## src/rtl/fetch_pkg.sv

```systemverilog
// Shared types and constants for the instruction fetch unit and its buffer.
package fetch_pkg;

  localparam int unsigned ADDR_W      = 32;
  localparam int unsigned DATA_W      = 32;
  localparam int unsigned INSTR_BYTES = 4;

  typedef struct packed {
    logic [ADDR_W-1:0] pc;
    logic [DATA_W-1:0] instr;
  } fetch_entry_t;

  typedef struct packed {
    logic              valid;
    logic [ADDR_W-1:0] pc;
    logic              epoch;
  } fetch_tag_t;

  function automatic logic [ADDR_W-1:0] align_pc(input logic [ADDR_W-1:0] pc);
    return {pc[ADDR_W-1:2], 2'b00};
  endfunction

endpackage

```

## src/rtl/inst_fetch_unit_if.sv

```systemverilog
// Fetch-side bundle: instruction memory port, execute redirect and decode handshake.
interface inst_fetch_unit_if;

  logic                        imem_req_valid;
  logic [fetch_pkg::ADDR_W-1:0] imem_req_addr;
  logic [fetch_pkg::DATA_W-1:0] imem_resp_data;
  logic                        redirect_valid;
  logic [fetch_pkg::ADDR_W-1:0] redirect_pc;
  logic                        if_valid;
  logic                        if_ready;
  logic [fetch_pkg::ADDR_W-1:0] if_pc;
  logic [fetch_pkg::DATA_W-1:0] if_instr;

  modport master (
    output imem_req_valid,
    output imem_req_addr,
    input  imem_resp_data,
    input  redirect_valid,
    input  redirect_pc,
    output if_valid,
    input  if_ready,
    output if_pc,
    output if_instr
  );

  modport slave (
    input  imem_req_valid,
    input  imem_req_addr,
    output imem_resp_data,
    output redirect_valid,
    output redirect_pc,
    input  if_valid,
    output if_ready,
    input  if_pc,
    input  if_instr
  );

endinterface

```

## src/rtl/fetch_fifo.sv

```systemverilog
// Small synchronous FIFO of fetched {pc, instr} entries with flush and occupancy.
module fetch_fifo
  import fetch_pkg::*;
#(
  parameter int unsigned DEPTH = 2
) (
  input  logic                         clk,
  input  logic                         reset,
  input  logic                         flush,
  input  logic                         push,
  input  fetch_entry_t                 push_data,
  input  logic                         pop,
  output fetch_entry_t                 head,
  output logic                         empty,
  output logic [$clog2(DEPTH+1)-1:0]   occ
);

  localparam int unsigned CNT_W = $clog2(DEPTH + 1);
  localparam int unsigned PTR_W = (DEPTH > 1) ? $clog2(DEPTH) : 1;

  fetch_entry_t     mem_q [DEPTH];
  logic [PTR_W-1:0] rd_ptr_q, rd_ptr_d;
  logic [PTR_W-1:0] wr_ptr_q, wr_ptr_d;
  logic [CNT_W-1:0] cnt_q, cnt_d;
  logic             full;
  logic             do_push;
  logic             do_pop;

  function automatic logic [PTR_W-1:0] ptr_inc(input logic [PTR_W-1:0] ptr);
    return (ptr == PTR_W'(DEPTH - 1)) ? '0 : ptr + PTR_W'(1);
  endfunction

  assign empty   = (cnt_q == '0);
  assign full    = (cnt_q == CNT_W'(DEPTH));
  assign do_pop  = pop & ~empty;
  assign do_push = push & (~full | do_pop);
  assign head    = mem_q[rd_ptr_q];
  assign occ     = cnt_q;

  always_comb begin
    rd_ptr_d = rd_ptr_q;
    wr_ptr_d = wr_ptr_q;
    cnt_d    = cnt_q;
    if (do_pop) begin
      rd_ptr_d = ptr_inc(rd_ptr_q);
    end
    if (do_push) begin
      wr_ptr_d = ptr_inc(wr_ptr_q);
    end
    if (do_push && !do_pop) begin
      cnt_d = cnt_q + CNT_W'(1);
    end else if (do_pop && !do_push) begin
      cnt_d = cnt_q - CNT_W'(1);
    end
  end

  // Flush has priority over a same-cycle push or pop.
  always_ff @(posedge clk) begin
    if (reset || flush) begin
      rd_ptr_q <= '0;
      wr_ptr_q <= '0;
      cnt_q    <= '0;
    end else begin
      rd_ptr_q <= rd_ptr_d;
      wr_ptr_q <= wr_ptr_d;
      cnt_q    <= cnt_d;
    end
  end

  always_ff @(posedge clk) begin
    if (do_push) begin
      mem_q[wr_ptr_q] <= push_data;
    end
  end

  always_ff @(posedge clk) begin
    if (!reset) begin
      assert (cnt_q <= CNT_W'(DEPTH));
    end
  end

endmodule

```

## src/rtl/inst_fetch_unit.sv

```systemverilog
// Fetch unit: owns the fetch PC, issues credit-limited imem requests tagged with an epoch,
// buffers in-epoch responses and presents them to decode.
module inst_fetch_unit
  import fetch_pkg::*;
#(
  parameter logic [ADDR_W-1:0] RESET_PC   = '0,
  parameter int unsigned       IMEM_LAT   = 1,
  parameter int unsigned       FIFO_DEPTH = 2
) (
  input  logic              clk,
  input  logic              reset,
  inst_fetch_unit_if.master fetch
);

  localparam int unsigned CNT_W = $clog2(FIFO_DEPTH + 1);

  logic [ADDR_W-1:0] fetch_pc_q, fetch_pc_d;
  logic              epoch_q, epoch_d;
  fetch_tag_t        tag_q [IMEM_LAT];
  fetch_tag_t        tag_exit;

  logic [CNT_W-1:0]  occ;
  logic              fifo_empty;
  fetch_entry_t      fifo_head;
  fetch_entry_t      push_entry;
  logic              issue;
  logic              push;
  logic              pop;
  logic              redirect;
  int unsigned       inflight;
  int unsigned       credit_used;

  assign redirect = fetch.redirect_valid;
  assign tag_exit = tag_q[IMEM_LAT-1];

  always_comb begin
    inflight = 0;
    for (int i = 0; i < int'(IMEM_LAT); i++) begin
      if (tag_q[i].valid) begin
        inflight = inflight + 1;
      end
    end
  end

  assign pop         = fetch.if_valid & fetch.if_ready;
  // Exiting tag is still counted: its slot is only freed once it lands or is dropped.
  assign credit_used = 32'(occ) + inflight - 32'(pop);
  assign issue       = ~reset & ~redirect & (credit_used < FIFO_DEPTH);

  // Stale-epoch responses are dropped here; their credit frees as the tag leaves.
  assign push             = tag_exit.valid & (tag_exit.epoch == epoch_q) & ~redirect;
  assign push_entry.pc    = tag_exit.pc;
  assign push_entry.instr = fetch.imem_resp_data;

  always_comb begin
    fetch_pc_d = fetch_pc_q;
    epoch_d    = epoch_q;
    if (redirect) begin
      fetch_pc_d = align_pc(fetch.redirect_pc);
      epoch_d    = ~epoch_q;
    end else if (issue) begin
      fetch_pc_d = fetch_pc_q + ADDR_W'(INSTR_BYTES);
    end
  end

  always_ff @(posedge clk) begin
    if (reset) begin
      fetch_pc_q <= RESET_PC;
      epoch_q    <= 1'b0;
    end else begin
      fetch_pc_q <= fetch_pc_d;
      epoch_q    <= epoch_d;
    end
  end

  always_ff @(posedge clk) begin
    if (reset) begin
      for (int i = 0; i < int'(IMEM_LAT); i++) begin
        tag_q[i] <= '0;
      end
    end else begin
      tag_q[0] <= '{valid: issue, pc: fetch_pc_q, epoch: epoch_q};
      for (int i = 1; i < int'(IMEM_LAT); i++) begin
        tag_q[i] <= tag_q[i-1];
      end
    end
  end

  fetch_fifo #(
    .DEPTH (FIFO_DEPTH)
  ) u_fifo (
    .clk       (clk),
    .reset     (reset),
    .flush     (redirect),
    .push      (push),
    .push_data (push_entry),
    .pop       (pop),
    .head      (fifo_head),
    .empty     (fifo_empty),
    .occ       (occ)
  );

  assign fetch.imem_req_valid = issue;
  assign fetch.imem_req_addr  = fetch_pc_q;
  assign fetch.if_valid       = ~reset & ~fifo_empty;
  assign fetch.if_pc          = fifo_head.pc;
  assign fetch.if_instr       = fifo_head.instr;

endmodule

```

## src/flat_wrapper.sv

```systemverilog
// flat-port wrapper written by rule: the top's interface ports become plain ports
module inst_fetch_unit_flat import fetch_pkg::*;
#(
  parameter logic [ADDR_W-1:0] RESET_PC   = '0,
  parameter int unsigned       IMEM_LAT   = 1,
  parameter int unsigned       FIFO_DEPTH = 2
)
  (clk, reset, fetch_imem_req_valid, fetch_imem_req_addr, fetch_imem_resp_data, fetch_redirect_valid, fetch_redirect_pc, fetch_if_valid, fetch_if_ready, fetch_if_pc, fetch_if_instr);
  inst_fetch_unit_if fetch_i ();
  input  logic clk;
  input  logic reset;
  output wire logic [$bits(fetch_i.imem_req_valid)-1:0] fetch_imem_req_valid;
  output wire logic [$bits(fetch_i.imem_req_addr)-1:0] fetch_imem_req_addr;
  input wire logic [$bits(fetch_i.imem_resp_data)-1:0] fetch_imem_resp_data;
  input wire logic [$bits(fetch_i.redirect_valid)-1:0] fetch_redirect_valid;
  input wire logic [$bits(fetch_i.redirect_pc)-1:0] fetch_redirect_pc;
  output wire logic [$bits(fetch_i.if_valid)-1:0] fetch_if_valid;
  input wire logic [$bits(fetch_i.if_ready)-1:0] fetch_if_ready;
  output wire logic [$bits(fetch_i.if_pc)-1:0] fetch_if_pc;
  output wire logic [$bits(fetch_i.if_instr)-1:0] fetch_if_instr;
  assign fetch_imem_req_valid = fetch_i.imem_req_valid;
  assign fetch_imem_req_addr = fetch_i.imem_req_addr;
  assign fetch_i.imem_resp_data = fetch_imem_resp_data;
  assign fetch_i.redirect_valid = fetch_redirect_valid;
  assign fetch_i.redirect_pc = fetch_redirect_pc;
  assign fetch_if_valid = fetch_i.if_valid;
  assign fetch_i.if_ready = fetch_if_ready;
  assign fetch_if_pc = fetch_i.if_pc;
  assign fetch_if_instr = fetch_i.if_instr;
  inst_fetch_unit #(.RESET_PC(RESET_PC), .IMEM_LAT(IMEM_LAT), .FIFO_DEPTH(FIFO_DEPTH)) u_core (.clk(clk), .reset(reset), .fetch(fetch_i));
endmodule
```

## config.mk

```make
export PLATFORM = sky130hd
export DESIGN_NAME = inst_fetch_unit_flat
export DESIGN_NICKNAME = d
export VERILOG_FILES = /design/src/rtl/fetch_pkg.sv /design/src/rtl/inst_fetch_unit_if.sv /design/src/rtl/fetch_fifo.sv /design/src/rtl/inst_fetch_unit.sv /design/src/flat_wrapper.sv
export SDC_FILE = /design/constraint.sdc
export NUM_CORES = 1
export LEC_CHECK = 0
export CORE_ASPECT_RATIO = 1.4
export CORE_UTILIZATION = 46
export CTS_CLUSTER_DIAMETER = 40
export DETAILED_ROUTE_END_ITERATION = 10
export GPL_TIMING_DRIVEN = 0
export PLACE_DENSITY = 0.74
export SLEW_MARGIN = 25
export SYNTH_ARGS = -nofsm -noshare
export SYNTH_HDL_FRONTEND = slang
export SYNTH_SLANG_ARGS = --single-unit
```

## constraint.sdc

```tcl
create_clock -name clk -period 9.6 [get_ports clk]
set_input_delay 2.88 -clock clk [delete_from_list [all_inputs] [get_ports clk]]
set_output_delay 2.88 -clock clk [all_outputs]
set_load 0.005 [all_outputs]
```

==> flow_summary.toml, run 1 <==
[routing]
via_count = 4967
drt_pre_antenna_iters = 5
wire_per_inst_um = 17.92
drt_iter0_markers = 288
drc_errors = 0
wl_um = 16520
viasPerCell = 5.387
ant_nets = 0

[floorplan]
die_h_um = 153.0
fp.dieW_um = 109.9
rows = 54
io_pins = 166
die_area_sq_mm = 0.01681
start_util_pct = 47.58
core_area_sq_mm = 0.01574

[worst_hold_path]
hp-class = "reg -> reg"
holdCritStartpoint = "u_core.tag_q[0][14]"

[cells_and_area]
fin_nets = 790
diodes = 0
syn_to_final_growth_pct = 33.97
drive_above_1_share_pct = 16.12
mostFrequentLayoutCells = "158 x clkdlybuf4s50_1, 124 x edfxtp_1, 68 x dfxtp_1"
layout.cells.non_filler = 922
layout_commonest_cell = "clkdlybuf4s50_1"

[critical_path]
end_kind = "primary output"
crit_required_ns = 6.72
critPathLaunchType = "input pin"
critPathKind = "in -> out"
crit_start = "fetch_if_ready"
critPathArrivalTime_ns = 5.80
crit_fanout = 10
reg2reg_from = "u_core.u_fifo.occ[0]"

[power]
p_int_uw = 1379
power_frac_comb_pct = 7.5
p_per_area_mw_per_mm2 = 177.5
switchingPower_uw = 402.5
seq_power_share_pct = 51.7
irDropWorstVdd_uv = 105.5
pwr-share-clk_pct = 40.8
p_sw_share_pct = 22.59
leakagePower_uw = 0.003471

[synth]
synthCells = 530
synthArstFlopShare_pct = 0
synth_area_per_cell_sq_um = 14.13
yosysSeqAreaShare_pct = 67.88
synth-edff-count = 124
synth-seq-cells = 192
syn_area_sq_mm = 0.007491
yosysUniqueCellTypes = 52
ys_warn_count = 0
ys.flop_type = "edfxtp_1"

[clock_tree]
postCtsSetupRepairBufs = 0
cts.path.max_buffers = 2
cts.sinks = 192
clkTransAtPathRegs_ns = 0.07
cts-resized-gates = 0
clk_latency_ns = 0.43
cts_max_level = 4
cts_tree = "done"
cts_root_buf = "clkbuf_16"
holdBufCountCts = 0
cts_buffers = 17

[status]
outcome = "complete, no violations"

[placement]
gp_congestion = 0.9033
numPlacedInstances = 890
portBuffers = 158
post-dp-hpwl_um = 11950

[global_route]
antenna_found_initial = 0
grt_max_degree = 46
grt.overflow.total = 0
grt_pass1_wl_um = 26050
grt_pass1_vias = 5184
grt_usage_pct = 20.56

[timing]
hold_slack_ns = 0.4334
max_freq_ghz = 0.1151
fin_tns_setup_ns = 0
tightest_slew_ns = 0.7858
period_share_pct = 90.47
final-hold-violation-count = 0
drv_slew = 0
fin_skew_ns = 0.01193
rsz0062_at_grt = "false"
max-slew-margin-rel_pct = 47.42
finalSetupViolations = 0
period_needed_ns = 8.685

[job]
maxCapViolations = 0
## flip-flops by register name, summed over array words and instances (netlist names), named ones only
signal,count
u_core.u_fifo.occ,2
u_core.u_fifo.wr_ptr_q,1
u_core.u_fifo.rd_ptr_q,1
u_core.u_fifo.mem_q,124
u_core.fetch.imem_req_addr,30
u_core.epoch_q,1
u_core.tag_q,32
## metrics by stage
| stage | area [sq um] | power [uW] | utilization (%) | setup WS [ns] |
|---|---|---|---|---|
| finish | 10040 | 1781 | 63.75 | 0.9151 |
| global route | 10040 | 1842 | 63.75 | 0.8451 |
| CTS | 10040 | 1794 | 63.75 | 0.9433 |
| detailed placement | 9414 | 1073 | 59.80 | 0.9351 |
| global placement | 9329 | 1067 | 59.26 | 0.9958 |
| floorplan | 7502 | 988.7 | - | 2.266 |
## kinds of logic (layout without fill, tap and decap cells)
group,count (synthesis),count (layout),share of synthesized area (%)
buffers and inverters,39,232,2.305
other,1,4,0.05006
adder cells (fa/ha/maj),9,9,1.604
multiplexers,66,66,9.905
AND/OR/NAND/NOR,148,148,11.04
XOR/XNOR,14,14,1.637
AO/OA/AOI/OAI,61,61,5.579
flip-flops,192,192,67.88
## synth_stat cells (all sizes together), types with 4 or more instances
master	count	area share, %
nand2	28	1.4
nand4	13	1.1
o22ai	9	0.75
nand3	15	1.0
o21ai	5	0.33
and2	11	0.92
o211ai	4	0.40
dfxtp	68	18
xnor2	4	0.47
nor3	6	0.40
and3	6	0.50
ha	8	1.3
inv	9	0.45
clkbuf	18	0.90
nor2	20	1.0
mux2	65	9.8
buf	11	0.90
o311ai	4	0.70
or3	4	0.33
xor2	10	1.2
a21oi	13	0.92
edfxtp	124	50
nor2b	31	2.6
a31oi	17	1.4
## power by group through the flow
stage | clock network [uW] | registers (uW) | logic (uW)
detailed placement | 0 | 940 | 134
global route | 774 | 924 | 144
finish | 727 | 922 | 133
global placement | 0 | 940 | 127
CTS | 738 | 921 | 134
floorplan | 0 | 935 | 53.5
## routing by layer
| layer | global-route usage (%) | routed length, um | vias up |
|---|---|---|---|
| met5 | 0 | 0 | - |
| met4 | 8.698 | 453 | 0 |
| met3 | 4.606 | 1077 | 40 |
| met2 | 36.96 | 8886 | 237 |
| met1 | 22.73 | 6103 | 2358 |
| li1 | - | - | 2332 |
## final cells by class
class / count / area (sq um)
inverter: 10 / 37.54
multi-input combinational: 302 / 2255
clock buffer: 17 / 425.4
sequential: 192 / 5085
tap: 196 / 245.2
timing repair buffer: 161 / 1657
clock inverter: 15 / 196.4
buffer: 29 / 135.1
fill: 1226 / 5707
## worst paths after layout
path / endpoint / slack [ns] / cells after the start
max: fetch_imem_req_valid / 0.92 / 11
min reg2reg: u_core.u_fifo.mem_q[1][45] / 0.43 / 0
min: u_core.u_fifo.mem_q[1][45] / 0.43 / 0
max reg2reg: u_core.fetch.imem_req_addr[21] / 6.53 / 13
## critical path, cell delays in order
cell             delay, ns
clkdlybuf4s50_1       0.47
nor2b_1               0.17
o21ai_0               0.18
nor2_1                0.14
ha_1                  0.23
ha_1                  0.21
nor4b_4               0.26
o311ai_4              0.22
inv_2                 0.22
buf_2                 0.27
clkdlybuf4s50_1       0.55
(Power assumes the default switching activity.)
==> run 2, diff against run 1 <==
--- a/config.mk
+++ b/config.mk
@@ -10,6 +10,6 @@
 export CTS_CLUSTER_DIAMETER = 40
 export DETAILED_ROUTE_END_ITERATION = 10
+export DONT_BUFFER_PORTS = 1
 export GPL_TIMING_DRIVEN = 0
-export PLACE_DENSITY = 0.74
 export SLEW_MARGIN = 25
 export SYNTH_ARGS = -nofsm -noshare
==> constraint.sdc (replaced) <==
create_clock -name clk -period 9.6 [get_ports clk]
set_input_delay 2.88 -clock clk [delete_from_list [all_inputs] [get_ports clk]]
set_output_delay 2.88 -clock clk [all_outputs]
set_load 0.1 [all_outputs]
==> run 2 against run 1 <==
  * Worst setup slack better by 0.65 ns
  * Flip-flop and latch count is the same
  * Clock power down 9.2%
  * Wire length is 3.2% lower
  * Critical path depth fell by 1
  * Power is 0.30% higher
  * Die area stayed put
  * Sequential power is 6.6% higher
  * Final cell count fell by 17%
  * Sequential share of layout area rose by 9.9 points
  * Worst hold slack lost 0.0059 ns
  * Critical path type unchanged
  * Highest routed layer unchanged
==> flow_summary.toml, run 2 (synthesis results as in run 1) <==
[clock_tree]
postCtsSetupRepairBufs = 0
clkTransAtPathRegs_ns = 0.07
cts.path.max_buffers = 2
cts_root_buf = "clkbuf_16"
holdBufCountCts = 0
cts_max_level = 4
cts-resized-gates = 0
cts_buffers = 17
clk_latency_ns = 0.42
cts.sinks = 192
cts_tree = "done"

[placement]
portBuffers = 0
gp_congestion = 0.8606
post-dp-hpwl_um = 11340

[global_route]
grt.overflow.total = 0
antenna_found_initial = 0
grt_max_degree = 48
grt_pass1_wl_um = 24340
grt_usage_pct = 19.52
grt_pass1_vias = 4437

[cells_and_area]
largest_register_ffs = 124
nFillCells = 1374
top_register = "u_core.u_fifo.mem_q"
layout_commonest_cell = "edfxtp_1"
syn_to_final_growth_pct = 12.68
drive_above_1_share_pct = 24.78
mostFrequentLayoutCells = "124 x edfxtp_1, 65 x mux2_2, 44 x dfxtp_1"
multi_input_area_sq_mm = 0.002257
fin_util_pct = 53.62
fin_nets = 633
diodes = 0
regArea_sq_mm = 0.005115

[floorplan]
io_pins = 166
start_util_pct = 47.58
die_area_sq_mm = 0.01681
rows = 54
core_area_sq_mm = 0.01574
fp.dieW_um = 109.9
die_h_um = 153.0

[routing]
drt_pre_antenna_iters = 4
drt_iter0_markers = 238
drc_errors = 0
wl_um = 15990
ant_nets = 0
viasPerCell = 5.643
wire_per_inst_um = 20.90
via_count = 4317

[worst_hold_path]
hp-class = "reg -> reg"

[critical_path]
crit_fanout = 10
crit_required_ns = 6.72
critPathArrivalTime_ns = 5.15
end_kind = "primary output"
critPathKind = "in -> out"
critPathLaunchType = "input pin"

[power]
leakagePower_uw = 0.002859
irDropWorstVdd_uv = 113.0
p_per_area_mw_per_mm2 = 211.7

[timing]
period_needed_ns = 8.033
final-hold-violation-count = 0
tightest_slew_ns = 1.114
fin_tns_setup_ns = 0
max_freq_ghz = 0.1245
fin_skew_ns = 0.01080
period_share_pct = 83.68
max-slew-margin-rel_pct = 25.64
drv_slew = 0
finalSetupViolations = 0
rsz0062_at_grt = "false"

[status]
outcome = "complete, no violations"

[job]
maxCapViolations = 0
run 2: cell type report:
type	count	area share, %
sequential	192	60.60
multi-input combinational	302	26.74
clock buffer	19	5.129
tap	196	2.905
buffer	29	1.601
clock inverter	13	1.423
timing repair buffer	4	1.156
inverter	10	0.4447
run 2: layer usage:
metal	up-vias	track usage (%)	wire, um
li1	2020	-	-
met3	23	7.079	1455
met2	182	32.71	7914
met1	2092	22.13	6228
met5	-	0	0
met4	0	8.000	392
run 2: final timing paths:
check        cells after the start                             end            startpoint  slack, ns
min reg2reg                      0      u_core.u_fifo.mem_q[1][50]   u_core.tag_q[0][19]       0.43
max                             10            fetch_imem_req_valid                 reset       1.57
min                              0      u_core.u_fifo.mem_q[1][50]   u_core.tag_q[0][19]       0.43
max reg2reg                     13  u_core.fetch.imem_req_addr[21]  u_core.u_fifo.occ[0]       6.04
run 2: power breakdown:
part / switching, uW / internal, uW / total (uW)
clock: 317 / 343 / 660
combinational: 112 / 31.7 / 144
sequential: 79.6 / 903 / 983
run 2: worst max-delay path: stages:
cell and delay, ns:
buf_6 0.11, nor2b_1 0.07, o21ai_0 0.19, nor2_1 0.14
ha_1 0.23, ha_1 0.20, nor4b_4 0.28, o311ai_4 0.22
inv_2 0.22, buf_2 0.59
run 2: stage by stage:
| step | instance area (sq um) | std cells | hold WS [ns] | worst slack (ns) | power, uW |
|---|---|---|---|---|---|
| floorplan | 7502 | 533 | 0.4037 | 1.954 | 1115 |
| detailed placement | 7874 | 733 | 0.4118 | 1.588 | 1145 |
| global route | 8441 | 765 | 0.4351 | 1.391 | 1846 |
| CTS | 8427 | 765 | 0.4297 | 1.584 | 1802 |
| finish | 8441 | 765 | 0.4275 | 1.567 | 1787 |
| global placement | 7747 | 729 | 0.4053 | 1.305 | 1139 |
